<file path="config.mk">
export PLATFORM = sky130hd
export DESIGN_NAME = garbage_sender
export DESIGN_NICKNAME = d
export VERILOG_FILES = /design/src/rtl/garbage_pkg.sv /design/src/rtl/bomb_lfsr.sv /design/src/rtl/garbage_sender.sv
export SDC_FILE = /design/constraint.sdc
export NUM_CORES = 1
export LEC_CHECK = 0
export ABC_AREA = 1
export CORE_MARGIN = 3
export CORE_UTILIZATION = 49
export CTS_BUF_LIST = sky130_fd_sc_hd__clkbuf_8
export DETAILED_ROUTE_END_ITERATION = 8
export GPL_TIMING_DRIVEN = 0
export PLACE_DENSITY = 0.71
export SLEW_MARGIN = 10
export SYNTH_ARGS = -nofsm -noshare
export SYNTH_HDL_FRONTEND = slang
export SYNTH_SLANG_ARGS = --single-unit
</file>
<file path="constraint.sdc">
create_clock -name clk -period 5.18 [get_ports clk]
set_input_delay 1.554 -clock clk [delete_from_list [all_inputs] [get_ports clk]]
set_output_delay 1.554 -clock clk [all_outputs]
set_load 0.005 [all_outputs]
</file>
<file path="src/rtl/garbage_pkg.sv">
`default_nettype none
// ============================================================================
// Module      : garbage_pkg
// Description : Shared types and constants for the garbage link transmit side:
//               sender FSM state encoding, attack-row lookup and LFSR taps.
// Revision    : 1.0 - initial release
// ============================================================================
`ifndef BOARD_BLOCKS_ROW
`define BOARD_BLOCKS_ROW 10
`endif

`ifndef BOARD_COL_W
`define BOARD_COL_W 4
`endif

package garbage_pkg;

    // Board dimensions follow the global board defines when they are present.
    localparam int c_blocks_row = `BOARD_BLOCKS_ROW;
    localparam int c_col_w      = `BOARD_COL_W;

    // Sender FSM states.
    typedef enum logic [1:0] {
        ST_IDLE = 2'd0,
        ST_SEND = 2'd1,
        ST_GAP  = 2'd2
    } send_state_t;

    // Taps for x^8 + x^6 + x^5 + x^4 + 1 (register bits 7, 5, 4, 3).
    localparam logic [7:0] c_lfsr_taps = 8'b1011_1000;

    // Largest number of row clears counted in one batch.
    localparam logic [2:0] c_batch_max = 3'd4;

    // Converts the number of rows cleared in one batch into attack rows.
    function automatic logic [2:0] attack_rows(input logic [2:0] batch);
        logic [2:0] rows;
        case (batch)
            3'd2:    rows = 3'd1;
            3'd3:    rows = 3'd2;
            3'd4:    rows = 3'd4;
            default: rows = 3'd0;
        endcase
        return rows;
    endfunction

endpackage : garbage_pkg
`default_nettype wire

</file>
<file path="src/rtl/bomb_lfsr.sv">
`default_nettype none
// ============================================================================
// Module      : bomb_lfsr
// Description : Free-running 8-bit Fibonacci LFSR that produces a candidate
//               bomb column in 0..BLOCKS_ROW-1 every cycle.
// Revision    : 1.0 - initial release
// ============================================================================
module bomb_lfsr
    import garbage_pkg::*;
#(
    parameter int         BLOCKS_ROW = 10,
    parameter int         COL_W      = 4,
    parameter logic [7:0] SEED       = 8'hA5
) (
    input  logic             clk,
    input  logic             rst_n,
    output logic [COL_W-1:0] col
);

    // One subtraction is enough because BLOCKS_ROW > 2^(COL_W-1).
    localparam logic [COL_W:0] c_limit = (COL_W + 1)'(BLOCKS_ROW);

    logic [7:0]       r_lfsr;
    logic             w_feedback;
    logic [COL_W-1:0] w_raw;

    assign w_feedback = ^(r_lfsr & c_lfsr_taps);
    assign w_raw      = r_lfsr[COL_W-1:0];

    // Shift register advances every cycle regardless of game state.
    always_ff @(posedge clk or negedge rst_n) begin
        if (!rst_n) begin
            r_lfsr <= SEED;
        end else begin
            r_lfsr <= {r_lfsr[6:0], w_feedback};
        end
    end

    // Fold out-of-range raw values back onto the board.
    always_comb begin
        col = w_raw;
        if ({1'b0, w_raw} >= c_limit) begin
            col = w_raw - COL_W'(BLOCKS_ROW);
        end
    end

endmodule : bomb_lfsr
`default_nettype wire

</file>
<file path="src/rtl/garbage_sender.sv">
`default_nettype none
// ============================================================================
// Module      : garbage_sender
// Description : Transmit side of the inter-player garbage link. Groups local
//               row clears into batches, converts each batch into attack
//               rows and offers them one at a time to the opponent.
// Revision    : 1.0 - initial release
// ============================================================================
module garbage_sender
    import garbage_pkg::*;
#(
    parameter int         BLOCKS_ROW = c_blocks_row,
    parameter int         COL_W      = c_col_w,
    parameter int         LINE_W     = 4,
    parameter int         MAX_LINES  = 15,
    parameter int         PEND_MAX   = 15,
    parameter int         SETTLE     = 64,
    parameter logic [7:0] SEED       = 8'hA5
) (
    input  logic              clk,
    input  logic              rst_n,
    input  logic              clr,
    input  logic              remove_row_en,
    input  logic              hold,
    input  logic              peer_ack,
    output logic              send_en,
    output logic [COL_W-1:0]  bomb_pos,
    output logic [LINE_W-1:0] get_line,
    output logic [3:0]        pending_rows
);

    localparam int                    c_settle_w    = (SETTLE > 1) ? $clog2(SETTLE) : 1;
    localparam logic [c_settle_w-1:0] c_settle_last = c_settle_w'(SETTLE - 1);
    localparam logic [LINE_W-1:0]     c_line_max    = LINE_W'(MAX_LINES);
    localparam logic [5:0]            c_pend_max    = 6'(PEND_MAX);

    send_state_t           r_state;
    logic [2:0]            r_batch;
    logic [c_settle_w-1:0] r_settle;

    logic [COL_W-1:0]      w_next_col;
    logic                  w_close;
    logic                  w_ack;
    logic [2:0]            w_attack;
    logic [5:0]            w_pend_sum;
    logic [3:0]            w_pend_next;

    bomb_lfsr #(
        .BLOCKS_ROW (BLOCKS_ROW),
        .COL_W      (COL_W),
        .SEED       (SEED)
    ) u_bomb_lfsr (
        .clk   (clk),
        .rst_n (rst_n),
        .col   (w_next_col)
    );

    // A new row clear in the expiry cycle extends the batch instead of closing it.
    assign w_close  = (r_batch != 3'd0) && (r_settle == c_settle_last) && !remove_row_en;
    assign w_attack = w_close ? attack_rows(r_batch) : 3'd0;
    assign w_ack    = (r_state == ST_SEND) && peer_ack;

    // Batch row counter and settle timer that decides when a batch is complete.
    always_ff @(posedge clk or negedge rst_n) begin
        if (!rst_n) begin
            r_batch  <= 3'd0;
            r_settle <= '0;
        end else if (clr) begin
            r_batch  <= 3'd0;
            r_settle <= '0;
        end else if (remove_row_en) begin
            r_batch  <= (r_batch >= c_batch_max) ? c_batch_max : r_batch + 3'd1;
            r_settle <= '0;
        end else if (w_close) begin
            r_batch  <= 3'd0;
            r_settle <= '0;
        end else if (r_batch != 3'd0) begin
            r_settle <= r_settle + c_settle_w'(1);
        end
    end

    // Next pending count: add closed-batch attack, remove an accepted row, then saturate.
    always_comb begin
        w_pend_sum = {2'b00, pending_rows} + {3'b000, w_attack};
        if (w_ack && (w_pend_sum != 6'd0)) begin
            w_pend_sum = w_pend_sum - 6'd1;
        end
        w_pend_next = (w_pend_sum > c_pend_max) ? 4'(PEND_MAX) : w_pend_sum[3:0];
    end

    // Pending-row and delivered-row counters.
    always_ff @(posedge clk or negedge rst_n) begin
        if (!rst_n) begin
            pending_rows <= 4'd0;
            get_line     <= '0;
        end else if (clr) begin
            pending_rows <= 4'd0;
            get_line     <= '0;
        end else begin
            pending_rows <= w_pend_next;
            if (w_ack && (get_line < c_line_max)) begin
                get_line <= get_line + LINE_W'(1);
            end
        end
    end

    // Offer handshake: latch a column, hold the offer until acked, then one idle gap.
    always_ff @(posedge clk or negedge rst_n) begin
        if (!rst_n) begin
            r_state  <= ST_IDLE;
            send_en  <= 1'b0;
            bomb_pos <= '0;
        end else if (clr) begin
            r_state <= ST_IDLE;
            send_en <= 1'b0;
        end else begin
            case (r_state)
                ST_IDLE: begin
                    send_en <= 1'b0;
                    if ((pending_rows != 4'd0) && !hold) begin
                        r_state  <= ST_SEND;
                        send_en  <= 1'b1;
                        bomb_pos <= w_next_col;
                    end
                end
                ST_SEND: begin
                    if (peer_ack) begin
                        r_state <= ST_GAP;
                        send_en <= 1'b0;
                    end
                end
                ST_GAP: begin
                    r_state <= ST_IDLE;
                    send_en <= 1'b0;
                end
                default: begin
                    r_state <= ST_IDLE;
                    send_en <= 1'b0;
                end
            endcase
        end
    end

endmodule : garbage_sender
`default_nettype wire

</file>
# --- Word level (Yosys, flattened, before mapping) ---
# Index checks and enable logic that the tools add are counted.
word_totals:
  ff_bits: 32
  latch_bits: 0
  ram_bits: 0
  rom_bits: 0
  input_bits: 6
  out_inout_bits: 13
  memories: 0
classes:
  n_addsub: 6
  mul: 0
  div: 0
  magnitude_cmp: 4
  n_eq_ne: 7
  shift: 0
  mux: 24
  n_bitwise: 1
  n_reduce_logical: 18
op_table:
  columns: ["op", "n"]
  rows:
  - ["6-bit 2-to-1 mux", 5]
  - ["4-bit 2-to-1 mux", 5]
  - ["3-bit 2-to-1 mux", 5]
  - ["3-bit case mux with 3 select lines", 1]
  - ["4-bit nonzero test", 2]
  - ["8-bit XOR reduction", 1]
  - ["6-bit by 1-bit adder with 6-bit output (second input constant)", 1]
  - ["3-bit by 2-bit equality test with 1-bit output (second input constant)", 2]
  - ["6-bit equality test (second input constant)", 1]
  - ["6-bit by 4-bit greater-than comparator with 1-bit output (second input constant)", 1]
  - ["1-bit logical AND", 6]
  - ["2-bit 2-to-1 mux", 3]
  - ["3-bit != test (second input constant)", 2]
  - ["3-bit nonzero test", 2]
  - ["6-bit nonzero test", 1]
  - ["5-bit by 1-bit subtractor with 6-bit output (second input constant)", 1]
  - ["4-bit by 3-bit adder with 5-bit output", 1]
  - ["4-bit by 1-bit adder with 4-bit output (second input constant)", 1]
  - ["4-bit >= comparator (second input constant)", 1]
  - ["4-bit < comparator (second input constant)", 1]
  - ["2-bit case mux with 2 select lines", 1]
  - ["4-bit subtractor (second input constant)", 1]
  - ["3-bit by 1-bit adder with 3-bit output (second input constant)", 1]
  - ["3-bit equality test (second input constant)", 1]
  - ["other kinds (10)", 13]

# --- Depth between registers and ports, before layout ---
# Gate-level depths: netlist of run 1.
logic_depth:
  depth_word: 11
  mapped_depth: 18
  depth_no_buf: 18

# --- Modules after synthesis ---
# A second synthesis of run 1 with hierarchy kept.
unflattened:
  hier_cells: 215
  area_unflattened_um2: 1858.0
by_module_without_submodules:
  columns: ["mod", "n_inst", "cells_per_inst", "area_each_um2"]
  rows:
  - ["garbage_sender", 1, 178, 1521.5]
  - ["bomb_lfsr", 1, 37, 336.6]

# --- Least setup slack after synthesis of run 1 ---
# No wires, ideal clock.
synth_path:
  kind: "input to register"
  from: "input remove_row_en"
  to: "register pending_rows[0]"
  setup_ns: 0.122
  arrival_ns: 3.464
  slack_ns: 1.594
  cell_stages: 14
  n_path_buf: 0
  cell_sequence: "nor4_1 > inv_1 > nor2_1 > ha_1 > fa_1 > inv_1 > ha_1 > inv_1 > nor2_1 > nand3_4 > nand3_1 > nand2_1 > nand2_2 > a21oi_1"
synth_between:
  elab_chain_cells: 10
synth_rtl:
  columns: ["element", "line", "source"]
  rows:
  - ["from (decl)", "garbage_sender.sv:23", "input logic remove_row_en,"]
  - ["1-bit logical NOT (*)", "garbage_sender.sv:59", "assign w_close = (r_batch != 3'd0) && (r_settle == c_settle_last) && !remove_row_en;"]
  - ["1-bit logical AND (*)", "garbage_sender.sv:59", null]
  - ["3-bit 2-to-1 mux (*)", "garbage_sender.sv:60", "assign w_attack = w_close ? attack_rows(r_batch) : 3'd0;"]
  - ["4-bit by 3-bit adder with 5-bit output (*)", "garbage_sender.sv:84", "w_pend_sum = {2'b00, pending_rows} + {3'b000, w_attack};"]
  - ["parallel branches: the longest is 2 deep, another holds 5-bit by 1-bit subtractor with 6-bit output", null, null]
  - ["6-bit 2-to-1 mux (*)", "garbage_sender.sv:85", "if (w_ack && (w_pend_sum != 6'd0)) begin"]
  - ["6-bit by 4-bit greater-than comparator with 1-bit output", "garbage_sender.sv:88", "w_pend_next = (w_pend_sum > c_pend_max) ? 4'(PEND_MAX) : w_pend_sum[3:0];"]
  - ["4-bit 2-to-1 mux (*)", "garbage_sender.sv:88", null]
  - ["4-bit 2-to-1 mux (*)", "garbage_sender.sv:96", "end else if (clr) begin"]
  - ["to (signal assigned)", "garbage_sender.sv:100", "pending_rows <= w_pend_next;"]
  - ["to (decl)", "garbage_sender.sv:29", "output logic [3:0] pending_rows"]
# Mark *: on every way between the ends.
# A chain may end at the register's enable or synchronous reset.

# --- Final worst setup path of run 1 ---
# Same ends and word-level chain as after synthesis.

==> summary.md, run 1 <==
| Metric | Value |
|---|---|
| Total Routed Length | `3130 um` |
| Grt ovf | `0` |
| RePlAce Congestion | `0.854` |
| Synth Flop Type | `dfrtp_1` |
| XOR/XNOR share of the synthesized area | `3.48%` |
| Yosys top cell by area | `dfrtp_1` |
| Synthesized area | `0.00173 mm2` |
| Initial drt markers | `74` |
| Final net count | `240` |
| Maxcap violations | `0` |
| Via-to-Cell Ratio | `5.11` |
| Sequential element share of the synthesized area | `46.6%` |
| Final Core Density | `63.9%` |
| Clk root buf | `clkbuf_8` |
| Total clock sinks | `32` |
| Largest buffer count on any clock path | `2` |
| Final setup viols | `0` |
| Hold depth | `0` |
| TritonRoute pass-1 iters | `4` |
| Number of diodes | `0` |
| Leak | `0.995 nW` |
| Maximum VDD drop | `0.000202 V` |
| Switching part of the total power | `21.3%` |
| Critical Path End Type | `register` |
| NetSw | `0.102 mW` |
| Clock share of power | `42.4%` |
| Clock Skews | `0.00705 ns` |
| WS Path Type | `in -> reg` |
| Area contributors post-synth | `dfrtp_1, ha_1, nand2_1` |
| Clock Latency Late Sink | `0.28 ns` |
| PortBufs | `17` |
| Comb power frac | `4.6%` |
| Detail Route Antenna Nets | `0` |
| HP Class | `reg -> reg` |
| Min Clock Period, post-route | `3.99 ns` |
| DP Worst Slack | `0.886 ns` |
| Die outline area | `0.00428 mm2` |
| Cts repair resizes | `0` |
| Core Area | `0.00320 mm2` |
| Reg power frac | `53.0%` |
| Placed Area | `0.00195 mm2` |
| Post-CTS setup buffer count | `0` |
| CTS tree | `done` |
| Adder-Cell Fraction of Synth Area | `9.85%` |
| Worst r2r dst | `pending_rows[0]` |
| Synth unique cells | `31` |
| RSZ-0062 raised after global routing | `no` |
| Syn avg cell area | `8.77 um2` |
| Final Max Slew Viols | `0` |
| R2r startpoint | `r_batch[0]` |
| Pwr/cell area | `235 mW/mm2` |
| Synth async-reset ratio | `100%` |
| Synth Area in Compound Gates | `10.9%` |
| Worst Setup Start Kind | `input port` |
| Die height | `65.4 um` |
| Total CTS buffers | `5` |
| Die Wd | `65.4 um` |
| Yosys top cell area share | `40.6%` |
| First-pass GRT wire length | `5750 um` |
| Wire per inst | `11.8 um` |
| H-tree depth | `2` |
| Via count of the routed design | `1358` |
| CP Data Required Time | `5.38 ns` |
| Hold path start | `u_bomb_lfsr.r_lfsr[6]` |
| Layout cells sized above 1 | `10.4%` |
| Max incr delay on CP | `0.46 ns` |
| Clk pin slew, worst setup/hold paths | `0.07 ns` |
| Post-route cell area | `0.00205 mm2` |
| Mapped Cells | `197` |
| Worst-case register-to-register setup slack | `2.19 ns` |
| IO Count | `19` |
| Setup tns final | `0 ns` |
| Tot GR Track Use | `17.2%` |
| Fmax achieved | `251 MHz` |
| Setup ws final | `1.19 ns` |
| Syn nets | `216` |
| Initial Utilization | `53.9%` |
| Fillers | `289` |
| Crit path top cell by count | `inv_1` |
| Simple-Gate Fraction of Synth Area | `22.2%` |
| # DRC | `0` |
| Pint | `0.379 mW` |
| Worst path slowest cell | `fa_1` |
| Cell depth of the worst flop-to-flop path | `17` |
| Post-Layout Cell Count | `266` |
| Outcome | `finished clean` |
| Final period util | `77.0%` |
| Largest net degree at the start of global routing | `33` |
| Slew Limit Headroom | `55.1%` |
| Vias in the first global route | `1334` |
| WHS Endpoint | `u_bomb_lfsr.r_lfsr[7]` |
| Initial antenna violation count | `0` |
| Slew at the pin closest to its max-slew limit | `0.674 ns` |
| Yosys Warn Count | `0` |
| Data arrival time of the critical path | `4.19 ns` |
| Placement row count | `20` |
| Final count of hold timing violations | `0` |
| Hold buffer count at CTS | `0` |
| Mux cell area share after synthesis | `0.652%` |
| Area growth syn-to-layout | `18.5%` |
| CP max FO | `7` |
| EDFF count, synth | `0` |
| Placed instance count | `258` |
| Largest family of logic cells by synthesized area | `simple AND/OR/NAND/NOR gates` |
| Worst-path cell chain | `clkdlybuf4s50_1, nor4_1, inv_1, nor2_1, ha_1, fa_1, inv_1, ha_1, inv_1, nor2_1, nand3_4, nand4_1, nand2_2, a21oi_1` |
| DP Wirelength | `2410 um` |
| Seq cells post-synth | `32` |
-- final cells by class --
type	instances	area, um2	share of cell area [%]
sequential	32	806	39.3
multi-input combinational	136	812	39.6
clock buffer	7	96.3	4.70
tap	44	55.1	2.69
inverter	28	105	5.13
timing repair buffer	17	165	8.06
buffer	1	5.00	0.244
clock inverter	1	3.75	0.183
-- power groups by stage --
stage	combinational (mW)	clock [mW]	sequential, mW
CTS	0.0231	0.210	0.255
global placement	0.0225	0	0.259
detailed placement	0.0231	0	0.259
finish	0.0224	0.204	0.255
global route	0.0268	0.223	0.255
floorplan	0.0121	0	0.259
-- logic make-up (layout without fill, tap and decap cells) --
logic type | after synthesis | in the layout
buf+inv | 29 | 54
flops | 32 | 32
compound gates | 33 | 33
simple gates | 83 | 83
mux | 1 | 1
fa+ha+maj | 13 | 13
xor+xnor | 6 | 6
-- routing by layer --
layer	global-route usage [%]	vias up	share of wire, %
met3	3.76	6	2.8
met4	7.25	0	1.8
met2	30.0	18	49
met1	20.3	641	47
li1	-	693	-
met5	0	-	0
-- critical path, delay by kind of cell --
kind	cells	cell delay (ns)
compound gates	1	0.15
fa+ha+maj	3	0.82
buf+inv	4	0.74
simple gates	6	0.92
-- cells in the final DEF (no fill, tap or decap), drive strengths merged --
master / count
a21o: 1
a21oi: 13
a31oi: 2
and3: 1
buf: 2
clkbuf: 7
clkdlybuf4s50: 16
dfrtp: 28
dfstp: 4
fa: 1
ha: 12
inv: 29
mux2: 1
nand2: 40
nand3: 15
nand4: 4
nor2: 18
nor3: 4
nor4: 1
o21a: 1
o21ai: 13
o21bai: 1
o31ai: 2
xnor2: 3
xor2: 3
-- sequential cells by signal, summed over array words and instances, names as in the netlist --
name and count:
r_settle 6, get_line 4, r_state 2, send_en 1, pending_rows 4, r_batch 3
bomb_pos 4, u_bomb_lfsr.r_lfsr 8
-- cell usage after synthesis (all sizes together), types with 2 or more instances --
cell / count
ha: 12
a31oi: 2
nor3: 4
nand2: 40
dfstp: 4
nand3: 15
xnor2: 3
nor2: 18
a21oi: 13
inv: 28
o31ai: 2
o21ai: 13
xor2: 3
dfrtp: 28
nand4: 4
-- stage by stage --
stage	hold WS (ns)	total power, mW
finish	0.356	0.481
global route	0.362	0.505
CTS	0.360	0.488
detailed placement	0.344	0.282
global placement	0.342	0.282
floorplan	0.333	0.271
-- worst max path at each step --
stage / endpoint / slack [ns] / start
final: pending_rows[0] / 1.19 / remove_row_en
after CTS: pending_rows[0] / 1.18 / remove_row_en
after global placement: pending_rows[0] / 0.93 / remove_row_en
after floorplan: pending_rows[0] / 1.59 / remove_row_en
after global routing: pending_rows[2] / 0.96 / remove_row_en
after detailed placement: pending_rows[0] / 0.89 / remove_row_en
No activity file was read; power rests on OpenSTA's default activity.
==> inputs of run 2 (changes only) <==
==> constraint.sdc (replaced) <==
create_clock -name clk -period 3.95 [get_ports clk]
set_input_delay 1.185 -clock clk [delete_from_list [all_inputs] [get_ports clk]]
set_output_delay 1.185 -clock clk [all_outputs]
set_load 0.005 [all_outputs]
==> results of run 2 <==
The final DEF is identical to that of run 1. Status: finished clean.
Among the figures that moved: setup slack after placement 0.886 ns -> 0.0253 ns; setup slack after layout 1.19 ns -> 0.331 ns; register-to-register setup slack 2.19 ns -> 0.96 ns; total power 0.481 mW -> 0.631 mW; worst IR drop on VDD 0.000202 V -> 0.000265 V
==> inputs of run 3 (changes only) <==
--- a/config.mk
+++ b/config.mk
@@ -6,12 +6,13 @@
 export NUM_CORES = 1
 export LEC_CHECK = 0
 export ABC_AREA = 1
+export CAP_MARGIN = 20
 export CORE_MARGIN = 3
 export CORE_UTILIZATION = 49
 export CTS_BUF_LIST = sky130_fd_sc_hd__clkbuf_8
 export DETAILED_ROUTE_END_ITERATION = 8
+export DONT_BUFFER_PORTS = 1
 export GPL_TIMING_DRIVEN = 0
-export PLACE_DENSITY = 0.71
 export SLEW_MARGIN = 10
 export SYNTH_ARGS = -nofsm -noshare
 export SYNTH_HDL_FRONTEND = slang
==> run 3 against run 2 <==
  * Routed wire length is 0.67% higher
  * Sequential power hardly changed
  * Critical path depth stayed put
  * Final cell count is 6.4% lower
  * Fmax is 14% higher
  * Setup slack better by 0.44 ns
  * Combinational power is 31% lower
  * Highest routed layer unchanged
==> summary.md, run 3 (synthesis results as in run 1) <==
| Metric | Value |
|---|---|
| Outcome | `finished clean` |
| R2r startpoint | `r_batch[1]` |
| Data arrival time of the critical path | `3.34 ns` |
| Clk root buf | `clkbuf_8` |
| Worst Setup Start Kind | `input port` |
| Total clock sinks | `32 (unchanged)` |
| HP Class | `reg -> reg` |
| Final count of hold timing violations | `0 (unchanged)` |
| CTS tree | `done` |
| Via count of the routed design | `1300 (-4.3%)` |
| Final Max Slew Viols | `0 (unchanged)` |
| Core Area | `0.00320 mm2 (unchanged)` |
| Die height | `65.4 um (unchanged)` |
| DP Wirelength | `2380 um (-0.86%)` |
| Worst r2r dst | `pending_rows[3]` |
| Placement row count | `20 (unchanged)` |
| Slew Limit Headroom | `70.3% (+15 points)` |
| Tot GR Track Use | `17.2% (about the same)` |
| Largest buffer count on any clock path | `2 (unchanged)` |
| RePlAce Congestion | `0.815 (-4.6%)` |
| Total Routed Length | `3150 um (+0.67%)` |
| Crit path top cell by count | `inv_1` |
| Hold buffer count at CTS | `0 (unchanged)` |
| Maximum VDD drop | `0.000205 V` |
| Clock Latency Late Sink | `0.28 ns (about the same)` |
| Reg power frac | `53.5% (+0.5 points)` |
| Post-CTS setup buffer count | `0 (unchanged)` |
| Die Wd | `65.4 um (unchanged)` |
| Detail Route Antenna Nets | `0 (unchanged)` |
| Clock Skews | `0.00495 ns (-0.00210 ns)` |
| Via-to-Cell Ratio | `5.22 (+2.3%)` |
| Wire per inst | `12.7 um (+7.5%)` |
| TritonRoute pass-1 iters | `5 (+1)` |
| CP Buf/Inv Count | `3 (-1)` |
| Maxcap violations | `0 (unchanged)` |
| Max reg flops | `8 (unchanged)` |
| Grt ovf | `0 (unchanged)` |
| Worst path slowest cell | `fa_1` |
| Cts repair resizes | `0 (unchanged)` |
| Switching part of the total power | `21.0%` |
| WP depth | `14 (unchanged)` |
| Cell depth of the worst flop-to-flop path | `18 (+1)` |
| Initial antenna violation count | `0 (unchanged)` |
| Initial Utilization | `53.9% (unchanged)` |
| First-pass GRT wire length | `5610 um (-2.4%)` |
| Slew at the pin closest to its max-slew limit | `0.443 ns (-0.230 ns)` |
| Most frequent cells in the layout | `nand2_1, inv_1, dfrtp_1` |
| NetSw | `0.131 mW` |
| Clk pin slew, worst setup/hold paths | `0.06 ns (about the same)` |
| Min Clock Period, post-route | `3.18 ns` |
| Comb power frac | `3.2% (-1.4 points)` |
| Biggest regs | `u_bomb_lfsr.r_lfsr x8, r_settle x6` |
| Setup tns final | `0 ns (unchanged)` |
| Critical Path End Type | `register` |
| CP max FO | `7 (unchanged)` |
| Total CTS buffers | `5 (unchanged)` |
| Initial drt markers | `79 (+6.8%)` |
| Fillers | `305 (+5.5%)` |
| CP Data Required Time | `4.11 ns` |
| # DRC | `0 (unchanged)` |
| Placed Area | `0.00178 mm2 (-8.5%)` |
| Commonest non-fill, non-tap cell in the layout | `nand2_1` |
| H-tree depth | `2 (unchanged)` |
| Final period util | `80.5%` |
| Die outline area | `0.00428 mm2 (unchanged)` |
| Clock share of power | `43.3% (+0.9 points)` |
| Final net count | `223 (-7.1%)` |
| WS Path Type | `in -> reg` |
| Layout cells sized above 1 | `10.7% (+0.37 points)` |
| Leak | `0.935 nW (-6.0%)` |
| Final setup viols | `0 (unchanged)` |
| Area growth syn-to-layout | `8.98%` |
| Largest net degree at the start of global routing | `33 (unchanged)` |
| Post-route cell area | `0.00188 mm2 (-8.1%)` |
| PortBufs | `0 (-17)` |
| Pwr/cell area | `332 mW/mm2` |
| Crit path to | `pending_rows[3]` |
| Max incr delay on CP | `0.46 ns (about the same)` |
| Fmax achieved | `315 MHz` |
| Number of diodes | `0 (unchanged)` |
| Largest register by flop count | `u_bomb_lfsr.r_lfsr` |
| IO Count | `19 (unchanged)` |
| Crit path from | `remove_row_en` |
| WHS | `0.365 ns (+0.00938 ns)` |
| Worst-path cell chain | `nor4_1, inv_1, nor2_1, ha_1, fa_1, inv_1, ha_1, inv_1, nor2_1, nand3_4, nand3_1, nand2_1, nand2_2, a21oi_1` |
| CP top delay family | `simple AND/OR/NAND/NOR gates` |
| RSZ-0062 raised after global routing | `no` |
| Final Core Density | `58.8% (-5.2 points)` |
| Worst-case register-to-register setup slack | `0.93 ns` |
| Pint | `0.494 mW` |
| Vias in the first global route | `1267 (-5.0%)` |
==> run 3: final cells by class <==
| type | count | area (um2) | share of cell area (%) |
|---|---|---|---|
| inverters | 28 | 105 | 5.58 |
| clock buffers | 7 | 96.3 | 5.12 |
| well taps | 44 | 55.1 | 2.92 |
| clock inverters | 1 | 3.75 | 0.199 |
| flip-flops and latches | 32 | 806 | 42.8 |
| plain buffers | 1 | 5.00 | 0.266 |
| multi-input cells | 136 | 812 | 43.1 |
==> run 3: stage by stage <==
| stage | worst slack (ns) | total power [mW] | std cells |
|---|---|---|---|
| 6_report | 0.772 | 0.625 | 249 |
| 5_1_grt | 0.614 | 0.654 | 249 |
| 4_1_cts | 0.782 | 0.632 | 249 |
| 3_5_place_dp | 0.511 | 0.361 | 241 |
| 3_3_place_gp | 0.545 | 0.359 | 241 |
| 2_1_floorplan | 0.733 | 0.355 | 197 |
==> run 3: metal layers <==
metal / wire length [um] / track usage [%]
met1: 1460 / 22.2
met2: 1420 / 26.2
met3: 223 / 7.18
met4: 42 / 5.44
met5: 0 / 0
==> run 3: worst min-delay path by stage <==
stage                             to  depth (start not counted)  slack (ns)                   from
4_1_cts        u_bomb_lfsr.r_lfsr[7]                          0        0.36  u_bomb_lfsr.r_lfsr[6]
6_report       u_bomb_lfsr.r_lfsr[7]                          0        0.37  u_bomb_lfsr.r_lfsr[6]
2_1_floorplan  u_bomb_lfsr.r_lfsr[7]                          0        0.33  u_bomb_lfsr.r_lfsr[6]
3_5_place_dp   u_bomb_lfsr.r_lfsr[7]                          0        0.34  u_bomb_lfsr.r_lfsr[6]
5_1_grt        u_bomb_lfsr.r_lfsr[7]                          0        0.37  u_bomb_lfsr.r_lfsr[6]
3_3_place_gp   u_bomb_lfsr.r_lfsr[7]                          0        0.34  u_bomb_lfsr.r_lfsr[6]
==> run 3: power groups by stage <==
| stage | Sequential [mW] | Clock [mW] | Combinational, mW |
|---|---|---|---|
| finish | 0.335 | 0.270 | 0.0202 |
| CTS | 0.334 | 0.277 | 0.0207 |
| global placement | 0.340 | 0 | 0.0194 |
| global route | 0.335 | 0.295 | 0.0241 |
| detailed placement | 0.340 | 0 | 0.0205 |
| floorplan | 0.340 | 0 | 0.0158 |
